`config.mk`:
```
export PLATFORM = sky130hd
export DESIGN_NAME = fwd_hazard_unit
export DESIGN_NICKNAME = d
export VERILOG_FILES = /design/src/rtl/fwd_pkg.sv /design/src/rtl/fwd_src_sel.sv /design/src/rtl/fwd_hazard_unit.sv
export SDC_FILE = /design/constraint.sdc
export NUM_CORES = 1
export LEC_CHECK = 0
export ABC_AREA = 1
export BUFFER_PORTS_ARGS = -buffer_cell sky130_fd_sc_hd__buf_4
export CAP_MARGIN = 40
export CORE_MARGIN = 10
export CORE_UTILIZATION = 30
export DETAILED_ROUTE_END_ITERATION = 8
export GPL_ROUTABILITY_DRIVEN = 1
export PLACE_DENSITY = 0.53
export REMOVE_ABC_BUFFERS = 1
export SLEW_MARGIN = 15
export SYNTH_ARGS = -nofsm -noshare
export SYNTH_HDL_FRONTEND = slang
export SYNTH_HIERARCHICAL = 1
export SYNTH_SLANG_ARGS = --single-unit
```
`constraint.sdc`:
```
create_clock -name clk -period 2.1 [get_ports clk]
set_input_delay 0.105 -clock clk [delete_from_list [all_inputs] [get_ports clk]]
set_output_delay 0.105 -clock clk [all_outputs]
set_load 0.02 [all_outputs]
```
`src/rtl/fwd_pkg.sv`:
```
// Shared types for the forwarding / load-use hazard unit: select codes,
// shadow-slot payload and the slot match helper.
package fwd_pkg;

  localparam int unsigned FWD_SEL_W = 2;
  localparam int unsigned FWD_RD_W  = 8;

  typedef enum logic [FWD_SEL_W-1:0] {
    FWD_RF   = 2'd0,
    FWD_EXMR = 2'd1,
    FWD_MRWB = 2'd2,
    FWD_PC   = 2'd3
  } fwd_sel_e;

  typedef struct packed {
    logic                valid;
    logic [FWD_RD_W-1:0] rd;
    logic                wr;
    logic                is_load;
  } fwd_slot_t;

  // PC exclusion is handled by the caller, which checks the PC index first.
  function automatic logic slot_produces(input fwd_slot_t slot, input logic [FWD_RD_W-1:0] r);
    return slot.valid && slot.wr && (slot.rd == r);
  endfunction

endpackage

```
`src/rtl/fwd_src_sel.sv`:
```
// Per-source forwarding select: PC first, then youngest producer (EX) over MR.
module fwd_src_sel
  import fwd_pkg::*;
#(
  parameter int unsigned RW     = 3,
  parameter int unsigned PC_REG = 7
) (
  input  logic [RW-1:0] rs_i,
  input  logic          rs_used_i,
  input  fwd_slot_t     ex_slot_i,
  input  fwd_slot_t     mr_slot_i,
  output fwd_sel_e      sel_c
);

  logic [FWD_RD_W-1:0] rs_ext;
  logic                unused_load_c;

  assign rs_ext        = FWD_RD_W'(rs_i);
  assign unused_load_c = ^{ex_slot_i.is_load, mr_slot_i.is_load};

  always_comb begin
    sel_c = FWD_RF;
    if (rs_i == RW'(PC_REG)) begin
      sel_c = FWD_PC;
    end else if (rs_used_i && slot_produces(ex_slot_i, rs_ext)) begin
      sel_c = FWD_EXMR;
    end else if (rs_used_i && slot_produces(mr_slot_i, rs_ext)) begin
      sel_c = FWD_MRWB;
    end
  end

endmodule

```
`src/rtl/fwd_hazard_unit.sv`:
```
// Forwarding and load-use hazard controller beside RR: shadows EX/MR/WB
// destination tags, registers per-source selects into EX and counts stalls.
module fwd_hazard_unit
  import fwd_pkg::*;
#(
  parameter int unsigned NREG   = 8,
  parameter int unsigned NSRC   = 2,
  parameter int unsigned PC_REG = 7,
  parameter int unsigned CNT_W  = 16
) (
  input  logic                           clk,
  input  logic                           rst,
  input  logic                           rr_valid,
  input  logic [NSRC*$clog2(NREG)-1:0]   rr_rs,
  input  logic [NSRC-1:0]                rr_rs_used,
  input  logic [$clog2(NREG)-1:0]        rr_rd,
  input  logic                           rr_reg_wr,
  input  logic                           rr_is_load,
  input  logic                           pipe_hold,
  input  logic                           flush,
  output logic                           stall_rr,
  output logic [NSRC*FWD_SEL_W-1:0]      ex_sel,
  output logic                           ex_bubble,
  output logic [CNT_W-1:0]               stall_cnt
);

  localparam int unsigned RW = $clog2(NREG);

  fwd_slot_t                    ex_q, ex_d, mr_q, mr_d, wb_q, wb_d;
  logic [NSRC*FWD_SEL_W-1:0]    ex_sel_q, ex_sel_d, sel_vec_c;
  logic                         ex_bubble_q, ex_bubble_d;
  logic [CNT_W-1:0]             cnt_q, cnt_d;
  logic                         ld_hit_c, issue_c;
  fwd_sel_e                     sel_src [NSRC];
  // WB shadow is never consulted: the register file is write-first.
  logic                         unused_wb_c;

  assign unused_wb_c = ^wb_q;

  for (genvar g = 0; g < NSRC; g++) begin : g_src
    fwd_src_sel #(.RW(RW), .PC_REG(PC_REG)) u_sel (
      .rs_i      (rr_rs[g*RW +: RW]),
      .rs_used_i (rr_rs_used[g]),
      .ex_slot_i (ex_q),
      .mr_slot_i (mr_q),
      .sel_c     (sel_src[g])
    );
    assign sel_vec_c[g*FWD_SEL_W +: FWD_SEL_W] = sel_src[g];
  end

  // Any used, non-PC source that names the destination of the load in EX.
  always_comb begin
    ld_hit_c = 1'b0;
    for (int unsigned s = 0; s < NSRC; s++) begin
      if (rr_rs_used[s] && (rr_rs[s*RW +: RW] != RW'(PC_REG)) &&
          (ex_q.rd == FWD_RD_W'(rr_rs[s*RW +: RW]))) begin
        ld_hit_c = 1'b1;
      end
    end
  end

  assign stall_rr = rr_valid && !flush && ex_q.valid && ex_q.is_load && ex_q.wr && ld_hit_c;
  assign issue_c  = rr_valid && !flush && !stall_rr;

  always_comb begin
    ex_d        = ex_q;
    mr_d        = mr_q;
    wb_d        = wb_q;
    ex_sel_d    = ex_sel_q;
    ex_bubble_d = ex_bubble_q;
    cnt_d       = cnt_q;
    if (!pipe_hold) begin
      wb_d        = mr_q;
      mr_d        = ex_q;
      ex_d        = '0;
      ex_sel_d    = '0;
      ex_bubble_d = 1'b1;
      if (issue_c) begin
        ex_d.valid   = 1'b1;
        ex_d.rd      = FWD_RD_W'(rr_rd);
        ex_d.wr      = rr_reg_wr;
        ex_d.is_load = rr_is_load;
        ex_sel_d     = sel_vec_c;
        ex_bubble_d  = 1'b0;
      end
      if (stall_rr && (cnt_q != '1)) begin
        cnt_d = cnt_q + CNT_W'(1);
      end
    end
  end

  always_ff @(posedge clk or posedge rst) begin
    if (rst) begin
      ex_q        <= '0;
      mr_q        <= '0;
      wb_q        <= '0;
      ex_sel_q    <= '0;
      ex_bubble_q <= 1'b1;
      cnt_q       <= '0;
    end else begin
      ex_q        <= ex_d;
      mr_q        <= mr_d;
      wb_q        <= wb_d;
      ex_sel_q    <= ex_sel_d;
      ex_bubble_q <= ex_bubble_d;
      cnt_q       <= cnt_d;
    end
  end

  assign ex_sel    = ex_sel_q;
  assign ex_bubble = ex_bubble_q;
  assign stall_cnt = cnt_q;

endmodule

```
==> impl_metrics.yaml <==
status:
  status: "finished, final reports clean"
worst_setup_path:
  cp_num_buf_inv: 1
  cp-end-kind: "flop"
  path_cells: "ha_1, nand3_1, inv_2, nand2_1, nand3b_1, nand4_2, nand2_1, nand2_1"
  cp_top_family: "simple AND/OR/NAND/NOR gates"
  critPathKind: "reg2reg"
  worst-r2r-cell-count: 8
  r2r_start: "stall_cnt[0]"
  worstPathMaxFanout: 15
  crit_top_cell: "nand2_1"
  worstPathArrival_ns: 2.02
  cp.required_ns: 2.28
  crit_path_top_delay_cell: "dfrtp_1"
  crit_path_start_kind: "flop"
  r2r_slack_ns: 0.26
  r2r_end: "stall_cnt[11]"
  cpPeakStageDelay_ns: 0.44
floorplan:
  start_util_pct: 31.5
  core_um2: 6910
  die_area_um2: 11100
  ios: 40
  die_width_um: 105
  row_count: 30
  fp.dieH_um: 105
clocking:
  root_buffer: "clkbuf_8"
  numClockSinks: 32
  cts_buffers: 5
  clockBufferDepth: 2
  clk_pin_slew_ns: 0.08
  ctsResizeCount: 0
  htreeDepth: 2
  clock_latency_ns: 0.29
  cts_tree: "yes"
pwr:
  powerDensity_nw_per_um2: 516
  ir_drop_uv: 210
  p_leak_nw: 1.47
yosys:
  ys_warn_count: 6
  synth_area_um2: 2180
  syn_inst: 337
  postSynthAreaPerCell_um2: 6.46
layout:
  final_area_um2: 2760
  synthToLayoutAreaGrowth_pct: 26.9
  n_antenna_cell: 0
  fill_cells: 786
  layout.nets: 419
  layout-drive-gt1-share_pct: 16.0
sta:
  setup_viol: 0
  drv_slew: 0
  hold_viol: 0
  rsz0062_at_grt: "no"
  period_minus_slack_ns: 1.84
  fmax_mhz: 542
  finalCritPeriodShare_pct: 87.8
  tns_ns: 0
  hold_ws_ns: 0.0946
  fin_skew_ns: 0.0139
placement:
  place_area_um2: 2640
  io_buffers: 39
  hpwl_um: 4170
  place_congestion: 0.825
job:
  cap_violations: 0
grt:
  busiest_layer: "met2"
  grt_max_degree: 33
  overflow: 0
  grt_use_met2_pct: 15.0
  met3_usage_pct: 2.83
  grt_util_met1_pct: 13.6
  antenna_found_initial: 0
  grt_first_pass_wirelength_um: 9290
  grt_use_total_pct: 10.1
  first_global_vias: 1948
drt:
  viasPerCell: 4.15
  drt-pass1-iter-count: 4
  postRouteAntennaNets: 0
  drc: 0
  via_count: 2061
  first_iter_violations: 72
  postRouteWirelength_um: 5420
  wire_per_inst_um: 10.9
min_path:
  holdPathEnd: "ex_q[3]"
  hp-class: "in2reg"
  min_from: "rr_rd[1]"
  whs_path_depth: 3
timing repair:
action | 4_1_cts | 5_1_grt
hold buffers | 1 | 0
endpoints found under the hold margin | 31 | 0
buffers inserted | 0 | 0
placed cells by master, fill, tap and decap left out:
master	instances
o21ai_0	8
nor3_1	3
o22ai_1	5
inv_2	8
clkinv_1	1
o21ai_1	4
nand3_1	19
dfrtp_1	31
nor4_4	1
nor2_2	1
xor2_1	7
bufinv_16	1
nand4_2	1
and2_1	1
nor2_1	29
nor4_1	1
nand2_1	149
ha_1	1
nand4_1	2
xnor2_1	8
dlygate4sd3_1	1
clkinv_2	1
nor3_2	1
nand3b_1	1
conb_1	20
nor3_4	2
clkbuf_1	1
inv_1	45
dfstp_2	1
clkbuf_8	5
buf_4	42
metrics by stage:
step / setup slack (ns) / instances / power, W / utilization [%]
6_report: 0.256 / 497 / 0.00143 / 40.0
3_5_place_dp: 0.241 / 488 / 0.000846 / 38.3
4_1_cts: 0.226 / 497 / 0.00144 / 40.0
5_1_grt: 0.0114 / 497 / 0.00150 / 40.0
3_3_place_gp: 0.284 / 488 / 0.000844 / 38.3
2_1_floorplan: 0.368 / 350 / 0.000770 / -
registers in the layout (all words and copies together) (netlist names):
signal,flops
ex_bubble,1
ex_q,6
ex_sel,4
mr_q,5
stall_cnt,16
layer usage:
metal	share of wire, %	vias up
met5	0	-
met2	44	30
met3	3.8	8
li1	-	1122
met1	51	901
met4	1.4	0
worst reg2reg max path: stages (launching register included):
cell      delay (ns)
dfrtp_1         0.44
ha_1            0.26
nand3_1         0.16
inv_2           0.05
nand2_1         0.08
nand3b_1        0.14
nand4_2         0.38
nand2_1         0.17
nand2_1         0.07
layout make-up:
type | count | area (µm²) | area share, %
Multi-Input combinational cell | 264 | 1200 | 43.6
Tap cell | 96 | 120 | 4.35
Timing Repair Buffer | 43 | 325 | 11.8
Clock inverter | 2 | 35.0 | 1.27
Clock buffer | 6 | 72.6 | 2.63
Sequential cell | 32 | 802 | 29.0
Inverter | 54 | 203 | 7.34
power breakdown:
part	switching [W]	internal, W	total, W
logic	0.000109	0.0000702	0.000179
registers	0.0000196	0.000635	0.000655
clock network	0.000239	0.000352	0.000591
how the worst max path moves through the flow:
| stage | from | to | slack (ns) | cells past startpoint |
|---|---|---|---|---|
| after floorplan | stall_cnt[0] | stall_cnt[10] | 0.37 | 9 |
| after global placement | stall_cnt[0] | stall_cnt[11] | 0.28 | 8 |
| after detailed placement | stall_cnt[0] | stall_cnt[4] | 0.24 | 8 |
| after CTS | stall_cnt[0] | stall_cnt[4] | 0.23 | 8 |
| after global routing | ex_q[3] | stall_cnt[11] | 0.01 | 9 |
| final | stall_cnt[0] | stall_cnt[11] | 0.26 | 8 |
Note: power is estimated with default switching activity, not from simulation.
